`src/rtl/axi4_lite_master_param.sv`:
```
// rtl/axi4_lite_master_param.sv - parameterised AXI4-Lite master with single-command request/response port
module axi4_lite_master_param #(
  parameter int         ADDR_WIDTH   = 32,
  parameter int         DATA_WIDTH   = 32,
  parameter int         STRB_WIDTH   = DATA_WIDTH / 8,
  parameter logic [2:0] PROT_DEFAULT = 3'b000
) (
  input  logic                  ACLK,
  input  logic                  ARESETn,
  output logic [ADDR_WIDTH-1:0] AWADDR,
  output logic [2:0]            AWPROT,
  output logic                  AWVALID,
  input  logic                  AWREADY,
  output logic [DATA_WIDTH-1:0] WDATA,
  output logic [STRB_WIDTH-1:0] WSTRB,
  output logic                  WVALID,
  input  logic                  WREADY,
  input  logic [1:0]            BRESP,
  input  logic                  BVALID,
  output logic                  BREADY,
  output logic [ADDR_WIDTH-1:0] ARADDR,
  output logic [2:0]            ARPROT,
  output logic                  ARVALID,
  input  logic                  ARREADY,
  input  logic [DATA_WIDTH-1:0] RDATA,
  input  logic [1:0]            RRESP,
  input  logic                  RVALID,
  output logic                  RREADY,
  input  logic                  req_valid,
  output logic                  req_ready,
  input  logic                  req_write,
  input  logic [ADDR_WIDTH-1:0] req_addr,
  input  logic [DATA_WIDTH-1:0] req_wdata,
  input  logic [STRB_WIDTH-1:0] req_wstrb,
  output logic                  rsp_valid,
  output logic [DATA_WIDTH-1:0] rsp_rdata,
  output logic [1:0]            rsp_resp,
  output logic                  rsp_err
);

  typedef enum logic [2:0] {IDLE, WR, WR_B, RD_A, RD_R} state_t;

  state_t                state;
  logic [ADDR_WIDTH-1:0] addr_q;
  logic                  aw_done;
  logic                  w_done;
  logic                  aw_hs;
  logic                  w_hs;

  // One captured address serves both channels; only one of them is ever valid.
  assign AWADDR = addr_q;
  assign ARADDR = addr_q;
  assign AWPROT = PROT_DEFAULT;
  assign ARPROT = PROT_DEFAULT;
  assign aw_hs  = AWVALID & AWREADY;
  assign w_hs   = WVALID & WREADY;

  always_ff @(posedge ACLK or negedge ARESETn) begin
    if (!ARESETn) begin
      state     <= IDLE;
      addr_q    <= '0;
      WDATA     <= '0;
      WSTRB     <= '0;
      AWVALID   <= 1'b0;
      WVALID    <= 1'b0;
      BREADY    <= 1'b0;
      ARVALID   <= 1'b0;
      RREADY    <= 1'b0;
      aw_done   <= 1'b0;
      w_done    <= 1'b0;
      req_ready <= 1'b0;
      rsp_valid <= 1'b0;
      rsp_rdata <= '0;
      rsp_resp  <= 2'b00;
      rsp_err   <= 1'b0;
    end else begin
      rsp_valid <= 1'b0;
      case (state)
        IDLE: begin
          req_ready <= 1'b1;
          if (req_valid && req_ready) begin
            addr_q    <= req_addr;
            WDATA     <= req_wdata;
            WSTRB     <= req_wstrb;
            req_ready <= 1'b0;
            if (req_write) begin
              state   <= WR;
              AWVALID <= 1'b1;
              WVALID  <= 1'b1;
            end else begin
              state   <= RD_A;
              ARVALID <= 1'b1;
            end
          end
        end
        WR: begin
          if (aw_hs) begin
            AWVALID <= 1'b0;
            aw_done <= 1'b1;
          end
          if (w_hs) begin
            WVALID <= 1'b0;
            w_done <= 1'b1;
          end
          // Same-cycle completion counts as done, so check the live handshakes too.
          if ((aw_done || aw_hs) && (w_done || w_hs)) begin
            state   <= WR_B;
            BREADY  <= 1'b1;
            aw_done <= 1'b0;
            w_done  <= 1'b0;
          end
        end
        WR_B: begin
          if (BVALID) begin
            BREADY    <= 1'b0;
            rsp_rdata <= '0;
            rsp_resp  <= BRESP;
            rsp_err   <= BRESP[1];
            rsp_valid <= 1'b1;
            req_ready <= 1'b1;
            state     <= IDLE;
          end
        end
        RD_A: begin
          if (ARREADY) begin
            ARVALID <= 1'b0;
            RREADY  <= 1'b1;
            state   <= RD_R;
          end
        end
        RD_R: begin
          if (RVALID) begin
            RREADY    <= 1'b0;
            rsp_rdata <= RDATA;
            rsp_resp  <= RRESP;
            rsp_err   <= RRESP[1];
            rsp_valid <= 1'b1;
            req_ready <= 1'b1;
            state     <= IDLE;
          end
        end
        default: state <= IDLE;
      endcase
    end
  end

endmodule

```
`config.mk`:
```
export PLATFORM = sky130hd
export DESIGN_NAME = axi4_lite_master_param
export DESIGN_NICKNAME = d
export VERILOG_FILES = /design/src/rtl/axi4_lite_master_param.sv
export SDC_FILE = /design/constraint.sdc
export NUM_CORES = 1
export LEC_CHECK = 0
export ABC_CLOCK_PERIOD_IN_PS = 1600
export BUFFER_PORTS_ARGS = -buffer_cell sky130_fd_sc_hd__clkbuf_2
export CAP_MARGIN = 20
export CORE_MARGIN = 1
export CORE_UTILIZATION = 41
export DETAILED_ROUTE_END_ITERATION = 7
export GPL_ROUTABILITY_DRIVEN = 0
export HOLD_SLACK_MARGIN = 0.1
export PLACE_DENSITY = 0.76
export SLEW_MARGIN = 25
export SYNTH_ARGS = -nofsm -noshare
export SYNTH_HDL_FRONTEND = slang
export SYNTH_SLANG_ARGS = --single-unit
```
`constraint.sdc`:
```
create_clock -name ACLK -period 1.6 [get_ports ACLK]
set_input_delay 0 -clock ACLK [delete_from_list [all_inputs] [get_ports ACLK]]
set_output_delay 0 -clock ACLK [all_outputs]
set_load 0.005 [all_outputs]
```
==> flow_summary.yaml, run 1 <==
setup_path:
  startpoint_type: "flip-flop"
  cell_chain_critical_path: "nor2_4, and4b_4, buf_12, buf_4, mux2_4"
  worstSetupPathType: "reg2reg"
  cp_slowest_cell: "sky130_fd_sc_hd__dfrtp_1"
  cp_data_arrival_time_ns: 1.82
  cp_num_buf_inv: 2
  cp_top_family: "flip-flops"
  setup.worst_path.end_class: "flip-flop"
  biggest_cell_delay_along_the_critical_path_ns: 0.40
  worstPathRequired_ns: 1.87
  critical_path.max_fanout: 16
power:
  power.clock.fraction_pct: 26.0
  combinationalPowerShare_pct: 38.6
  seq_power_share_pct: 35.4
  cellLeakagePower_uw: 0.004125
  p_switching_uw: 4233
  vdd_ir_drop_max_mv: 0.8198
  power_per_cell_area_nw_per_um2: 1730
  power.switching_fraction_pct: 30.33
  cellInternalPower_uw: 9722
yosys:
  syn_area_per_cell_sq_um: 13.05
  synth.yosys.warnings: 0
  synth_edf_count: 0
  yosys_register_bits: 114
  synth_sequential_area_ratio_pct: 55.76
  ys_async_sr_fraction_pct: 100.0
  syn_inst: 392
  yosys-top-cells-area: "sky130_fd_sc_hd__dfrtp_1 (56%), sky130_fd_sc_hd__mux2_4 (20%), sky130_fd_sc_hd__buf_4 (6.3%)"
  ys_dominant_reg_cell: "sky130_fd_sc_hd__dfrtp_1"
  post-synth-top-count-cell: "sky130_fd_sc_hd__dfrtp_1"
  ys_top_cells_by_count: "sky130_fd_sc_hd__dfrtp_1 (114), sky130_fd_sc_hd__nand2_1 (74), sky130_fd_sc_hd__mux2_4 (67)"
  netlist-cell-type-count: 33
  netlist_area_sq_um: 5116
  fraction_of_synthesized_cell_area_taken_by_the_top_area_cell_type_pct: 55.76
  netlist.top_cell.by_area: "sky130_fd_sc_hd__dfrtp_1"
die:
  die_h_um: 113.7
  boundaryPins: 261
  start_util_pct: 42.24
  floorplan.die_area_sq_um: 12930
  die_x_um: 113.7
  site_rows: 40
  floorplan.core_area_sq_um: 12110
job:
  max-cap-violations: 0
routing:
  drc_errors: 0
  drtIter0Drc: 243
  routed_wire_length_per_instance_um: 16.02
  ant_nets: 0
  drt-vias-per-instance: 4.668
  vias: 4323
  route.final.wire_length_mm: 14.84
  first_pass_iters: 5
placed_design:
  hpwl_mm: 8.625
  placedCellCount: 779
  buffers_on_ports: 254
cts:
  clock_sink_count: 114
  cts_tree: "done"
  buffer_levels_on_the_longest_clock_path: 2
  cts_made_buffers: 17
  insertion_delay_ns: 0.41
  clock-root-buffer: "sky130_fd_sc_hd__clkbuf_16"
  htreeDepth: 4
  clkSlewWorstSetupHoldPaths_ns: 0.05
finish:
  layoutNonFillerInstCount: 926
  final_util_pct: 66.59
  area_delta_synth_final_pct: 57.64
  fin_nets: 859
  drive_gt1_share_pct: 50.33
sta:
  max_freq_ghz: 0.6462
  timing.final.hold_violations: 0
  period_minus_slack_ns: 1.548
  fin_worst_skew_ns: 0.01525
  worstMarginPinSlew_ns: 0.5389
  min_period_over_period_pct: 96.72
  slew-limit-headroom_pct: 63.99
  final_max_slew_viol_count: 0
  setup_violations: 0
global_routing:
  grt_first_pass_wirelength_mm: 22.71
  grtUsageTotal_pct: 22.93
  grt_antenna_before_repair: 0
  grt_start_max_net_pins: 70
  grt-ovfl-total: 0
  grt_pass1_vias: 4477
status:
  outcome: "finished, final reports clean"
worst_hold_path:
  hold_class: "in2async"
state kept, by name (all words and copies together) (netlist names):
register   flops
aw_done        1
rsp_rdata     32
RREADY         1
WDATA         32
ARADDR        32
state          3
rsp_resp       2
ARVALID        1
req_ready      1
BREADY         1
AWVALID        1
w_done         1
rsp_valid      1
WVALID         1
WSTRB          4
routing by layer:
layer  routed length [um]  global-route usage (%)  vias to the layer above
met3                  850                   5.739                       43
li1                     -                       -                     1972
met5                    0                       0                        -
met2                 7923                   41.67                      196
met4                  449                   10.79                        0
met1                 5612                   25.00                     2112
path summary, 6_finish.rpt:
kind | to | depth (start not counted) | startpoint | slack, ns
max | WDATA[15]$_DFFE_PN0P_ | 5 | state[0]$_DFFE_PN0P_ | 0.05
min | ARADDR[29]$_DFFE_PN0P_ | 3 | ARESETn | 0.16
max reg2reg | WDATA[15]$_DFFE_PN0P_ | 5 | state[0]$_DFFE_PN0P_ | 0.05
min reg2reg | rsp_rdata[26]$_DFFE_PN0P_ | 2 | rsp_rdata[26]$_DFFE_PN0P_ | 0.48
max in group asynchronous | ARADDR[30]$_DFFE_PN0P_ | 3 | ARESETn | 0.58
min in group ACLK | ARADDR[31]$_DFFE_PN0P_ | 4 | req_valid | 0.32
cell families (layout without fill, tap and decap cells):
logic type / Yosys count / after routing / synth area share [%]
multiplexers: 70 / 70 / 20.27
AO/OA/AOI/OAI: 51 / 51 / 5.356
flip-flops: 114 / 114 / 55.76
other: 1 / 7 / 0.07330
AND/OR/NAND/NOR: 92 / 92 / 7.850
buffers and inverters: 64 / 424 / 10.69
worst register-to-register path: stages (launching register included):
cell and delay, ns:
sky130_fd_sc_hd__dfrtp_1 0.40, sky130_fd_sc_hd__nor2_4 0.12, sky130_fd_sc_hd__and4b_4 0.25, sky130_fd_sc_hd__buf_12 0.16, sky130_fd_sc_hd__buf_4 0.17, sky130_fd_sc_hd__mux2_4 0.31
power groups by stage:
stage | sequential (uW) | combinational, uW | clock (uW)
after detailed placement | 4920 | 4950 | 0
after global placement | 4860 | 4810 | 0
after floorplan | 4820 | 3480 | 0
after CTS | 4900 | 5260 | 3710
after global routing | 5060 | 5810 | 3830
final | 4940 | 5390 | 3630
per-stage QoR:
stage | area (sq um) | hold slack, ns | setup TNS [ns] | worst slack (ns) | total power (uW)
finish | 8065 | 0.1629 | 0 | 0.05248 | 13950
global route | 8063 | 0.1684 | -0.02481 | -0.007212 | 14700
CTS | 8025 | 0.1466 | 0 | 0.04584 | 13870
detailed placement | 6295 | -0.01276 | -0.06265 | -0.01211 | 9871
global placement | 6295 | -0.03967 | 0 | 0.01437 | 9667
floorplan | 5135 | -0.2956 | 0 | 0.05757 | 8303
repair_timing:
action,4_1_cts,5_1_grt
gates resized for setup,0,3
setup endpoints to repair,26,13
endpoints found under the hold margin,227,0
hold buffers,113,0
gates cloned,0,1
pin swaps,1,0
buffers inserted,2,0
cell type report:
| class | count | area, sq um |
|---|---|---|
| multi-input combinational | 219 | 1744 |
| antenna | 1 | 2.502 |
| clock buffer | 24 | 481.7 |
| fill | 871 | 4046 |
| tap | 168 | 210.2 |
| inverter | 3 | 11.26 |
| timing repair buffer | 391 | 2683 |
| sequential | 114 | 2853 |
| clock inverter | 6 | 80.08 |
cells in the final DEF, fill, tap and decap left out, types with 2 or more instances in the layout:
cell type,Yosys,layout
sky130_fd_sc_hd__nor2b_1,2,2
sky130_fd_sc_hd__dlygate4sd3_1,0,112
sky130_fd_sc_hd__inv_1,3,3
sky130_fd_sc_hd__dfrtp_1,114,114
sky130_fd_sc_hd__a31oi_1,2,2
sky130_fd_sc_hd__o21ai_0,37,36
sky130_fd_sc_hd__buf_12,7,5
sky130_fd_sc_hd__a21oi_1,6,6
sky130_fd_sc_hd__conb_1,1,6
sky130_fd_sc_hd__clkbuf_1,6,4
sky130_fd_sc_hd__mux2_4,67,67
sky130_fd_sc_hd__buf_4,43,19
sky130_fd_sc_hd__nand3b_1,2,2
sky130_fd_sc_hd__nand2_1,74,74
sky130_fd_sc_hd__nor2_1,4,4
sky130_fd_sc_hd__clkbuf_2,0,253
sky130_fd_sc_hd__clkbuf_16,0,18
sky130_fd_sc_hd__mux2i_1,2,2
sky130_fd_sc_hd__clkbuf_8,0,3
sky130_fd_sc_hd__bufinv_16,0,2
sky130_fd_sc_hd__clkinv_2,0,4
sky130_fd_sc_hd__o22ai_1,2,2
(Power assumes the default switching activity.)
==> run 2: changes to the inputs <==
--- a/config.mk
+++ b/config.mk
@@ -5,15 +5,17 @@
 export SDC_FILE = /design/constraint.sdc
 export NUM_CORES = 1
 export LEC_CHECK = 0
-export ABC_CLOCK_PERIOD_IN_PS = 1600
+export ABC_AREA = 1
+export ABC_CLOCK_PERIOD_IN_PS = 1700
 export BUFFER_PORTS_ARGS = -buffer_cell sky130_fd_sc_hd__clkbuf_2
 export CAP_MARGIN = 20
 export CORE_MARGIN = 1
-export CORE_UTILIZATION = 41
+export CORE_UTILIZATION = 45
 export DETAILED_ROUTE_END_ITERATION = 7
 export GPL_ROUTABILITY_DRIVEN = 0
 export HOLD_SLACK_MARGIN = 0.1
-export PLACE_DENSITY = 0.76
+export PLACE_DENSITY = 0.8
+export SKIP_CTS_REPAIR_TIMING = 1
 export SLEW_MARGIN = 25
 export SYNTH_ARGS = -nofsm -noshare
 export SYNTH_HDL_FRONTEND = slang
==> constraint.sdc (replaced) <==
create_clock -name ACLK -period 1.7 [get_ports ACLK]
set_input_delay 0 -clock ACLK [delete_from_list [all_inputs] [get_ports ACLK]]
set_output_delay 0 -clock ACLK [all_outputs]
set_load 0.005 [all_outputs]
==> run 2 against run 1 <==
Effect of this change: first-iteration DRC count rose by 56%; area after synthesis fell by 4.4%; cell count rose by 12%; register-to-register slack improved by 0.03 ns; clock power fell by 8.3%; largest cell class unchanged.
==> flow_summary.yaml, run 2 <==
sta:
  min_period_over_period_pct: 94.89
  hold_slack_ns: 0.1420
  period_minus_slack_ns: 1.613
  worstMarginPinSlew_ns: 0.6352
  setup_violations: 0
  postLayoutSetupSlackWorst_ns: 0.08682
  fin_worst_skew_ns: 0.01725
  slew-limit-headroom_pct: 57.65
  final_max_slew_viol_count: 0
  timing.final.hold_violations: 0
  max_freq_ghz: 0.6199
placed_design:
  buffers_on_ports: 254
  dp_worst_setup_slack_ns: 0.1565
  hpwl_mm: 8.637
cts:
  cts_made_buffers: 17
  clock_sink_count: 114
  clock-root-buffer: "sky130_fd_sc_hd__clkbuf_8"
  cts_tree: "done"
  insertion_delay_ns: 0.51
  buffer_levels_on_the_longest_clock_path: 2
  htreeDepth: 4
  clkSlewWorstSetupHoldPaths_ns: 0.06
yosys:
  syn_area_per_cell_sq_um: 8.815
  netlist.top_cell.by_area: "sky130_fd_sc_hd__dfrtp_1"
  synth_sequential_area_ratio_pct: 58.31
  ys_async_sr_fraction_pct: 100.0
  netlist_area_sq_um: 4892
  yosys-top-cells-area: "sky130_fd_sc_hd__dfrtp_1 (58%), sky130_fd_sc_hd__nand2_1 (18%), sky130_fd_sc_hd__buf_4 (6.4%)"
  synth.yosys.warnings: 0
  synth_edf_count: 0
  syn_inst: 555
  ys_dominant_reg_cell: "sky130_fd_sc_hd__dfrtp_1"
  netlist-cell-type-count: 25
  post-synth-top-count-cell: "sky130_fd_sc_hd__nand2_1"
  fraction_of_synthesized_cell_area_taken_by_the_top_area_cell_type_pct: 58.31
  yosys_register_bits: 114
  ys_top_cells_by_count: "sky130_fd_sc_hd__nand2_1 (235), sky130_fd_sc_hd__dfrtp_1 (114), sky130_fd_sc_hd__inv_1 (44)"
die:
  die_h_um: 106.3
  start_util_pct: 46.97
  floorplan.die_area_sq_um: 11290
  floorplan.core_area_sq_um: 10420
  boundaryPins: 261
  die_x_um: 106.3
  site_rows: 37
finish:
  drive_gt1_share_pct: 34.51
  multi_input_area_sq_um: 1450
  mostFrequentLayoutCells: "sky130_fd_sc_hd__clkbuf_2 (253), sky130_fd_sc_hd__nand2_1 (235), sky130_fd_sc_hd__dfrtp_1 (114), sky130_fd_sc_hd__dlygate4sd3_1 (112), sky130_fd_sc_hd__inv_1 (44)"
  final_util_pct: 74.49
  area_delta_synth_final_pct: 58.59
  area.sequential_sq_um: 2853
  diodes: 0
  fin_nets: 1004
  num-fill-cells: 667
  mostFrequentLayoutCell: "sky130_fd_sc_hd__clkbuf_2"
routing:
  drtIter0Drc: 379
  drc_errors: 0
  ant_nets: 0
  first_pass_iters: 5
  drt-vias-per-instance: 4.862
  route.final.wire_length_mm: 15.95
  vias: 5056
  routed_wire_length_per_instance_um: 15.34
power:
  power_per_cell_area_nw_per_um2: 1583
  power.switching_fraction_pct: 37.03
  seq_power_share_pct: 37.3
  power.clock.fraction_pct: 27.1
  combinationalPowerShare_pct: 35.6
  fin_total_pwr_uw: 12280
  cellLeakagePower_uw: 0.004292
  p_switching_uw: 4549
  cellInternalPower_uw: 7734
  vdd_ir_drop_max_mv: 0.9204
setup_path:
  cp_slowest_cell: "sky130_fd_sc_hd__dfrtp_1"
  cp_num_buf_inv: 1
  worstSetupPathType: "reg2reg"
  biggest_cell_delay_along_the_critical_path_ns: 0.45
  worstPathRequired_ns: 2.10
  cp_top_family: "compound AO/OA/AOI/OAI gates"
  cp_data_arrival_time_ns: 2.01
  critical_path.max_fanout: 21
  setup.worst_path.end_class: "flip-flop"
  cell_chain_critical_path: "nor2_4, nand2_2, o21ai_4, buf_12, nand3_1, o21ai_0"
  startpoint_type: "flip-flop"
global_routing:
  grt-ovfl-total: 0
  grtUsageTotal_pct: 22.44
  grt_first_pass_wirelength_mm: 19.53
  grt_pass1_vias: 4037
  grt_antenna_before_repair: 0
  grt_start_max_net_pins: 115
status:
  outcome: "finished, final reports clean"
job:
  max-cap-violations: 0
worst_hold_path:
  hold_class: "in2async"
==> run 2: cell types whose count changed in the layout (fill, tap and decap cells not counted), moves of 4 or more <==
cell / previous run / this run
sky130_fd_sc_hd__clkinv_4: 0 / 4
sky130_fd_sc_hd__o21ai_0: 36 / 31
sky130_fd_sc_hd__nand3_1: 0 / 38
sky130_fd_sc_hd__o21ai_2: 1 / 9
sky130_fd_sc_hd__inv_1: 3 / 44
sky130_fd_sc_hd__clkbuf_1: 4 / 0
sky130_fd_sc_hd__mux2_4: 67 / 0
sky130_fd_sc_hd__clkinvlp_4: 0 / 4
sky130_fd_sc_hd__a21oi_1: 6 / 2
sky130_fd_sc_hd__buf_4: 19 / 3
sky130_fd_sc_hd__nand2_1: 74 / 235
==> run 2: layer usage <==
layer	up-vias	routed length (um)	part of all wire [%]	GRT usage (%)
li1	2341	-	-	-
met1	2356	5868	37	27.43
met2	307	8186	51	37.48
met3	52	1398	8.8	6.438
met4	0	495	3.1	8.631
met5	-	0	0	0
==> run 2: cell families after synthesis <==
logic type | synth area share [%]
and+or+nand+nor | 23.40
buffers and inverters | 12.61
AOI/OAI and AO/OA | 5.601
DFF | 58.31
other | 0.07665
==> run 2: per-stage QoR <==
step	cell area, sq um	TNS, ns	instances
floorplan	4911	0	560
global placement	6078	0	896
detailed placement	6078	0	896
CTS	6638	0	928
global route	7759	-0.008309	1040
finish	7759	0	1040
==> run 2: final timing paths <==
| path | startpoint | to | slack [ns] | depth (start not counted) |
|---|---|---|---|---|
| max | state[1]$_DFFE_PN0P_ | rsp_rdata[4]$_DFFE_PN0P_ | 0.09 | 6 |
| min | ARESETn | rsp_rdata[2]$_DFFE_PN0P_ | 0.14 | 3 |
| max reg2reg | state[1]$_DFFE_PN0P_ | rsp_rdata[4]$_DFFE_PN0P_ | 0.09 | 6 |
| min reg2reg | RREADY$_DFFE_PN0P_ | RREADY$_DFFE_PN0P_ | 0.47 | 2 |
| max in group asynchronous | ARESETn | ARADDR[6]$_DFFE_PN0P_ | 1.03 | 3 |
| min in group ACLK | req_addr[13] | ARADDR[13]$_DFFE_PN0P_ | 0.23 | 4 |
==> run 2: area by class of cell <==
cell class | count | share of cell area [%]
clock buffer | 18 | 5.515
clock inverter | 14 | 1.693
timing repair buffer | 375 | 32.87
tap | 136 | 2.193
sequential | 114 | 36.77
multi-input combinational | 336 | 18.69
inverter | 47 | 2.274
==> run 2: worst register-to-register path, cell delays in order (launching register included) <==
cell and delay [ns]:
sky130_fd_sc_hd__dfrtp_1 0.45, sky130_fd_sc_hd__nor2_4 0.19, sky130_fd_sc_hd__nand2_2 0.09, sky130_fd_sc_hd__o21ai_4 0.38
sky130_fd_sc_hd__buf_12 0.21, sky130_fd_sc_hd__nand3_1 0.09, sky130_fd_sc_hd__o21ai_0 0.11
==> run 2: power groups by stage <==
stage | clock network [uW] | registers (uW) | logic (uW)
floorplan | 0 | 4540 | 2360
global placement | 0 | 4510 | 3900
detailed placement | 0 | 4530 | 4020
CTS | 3370 | 4520 | 4030
global route | 3510 | 4690 | 4860
finish | 3330 | 4580 | 4370
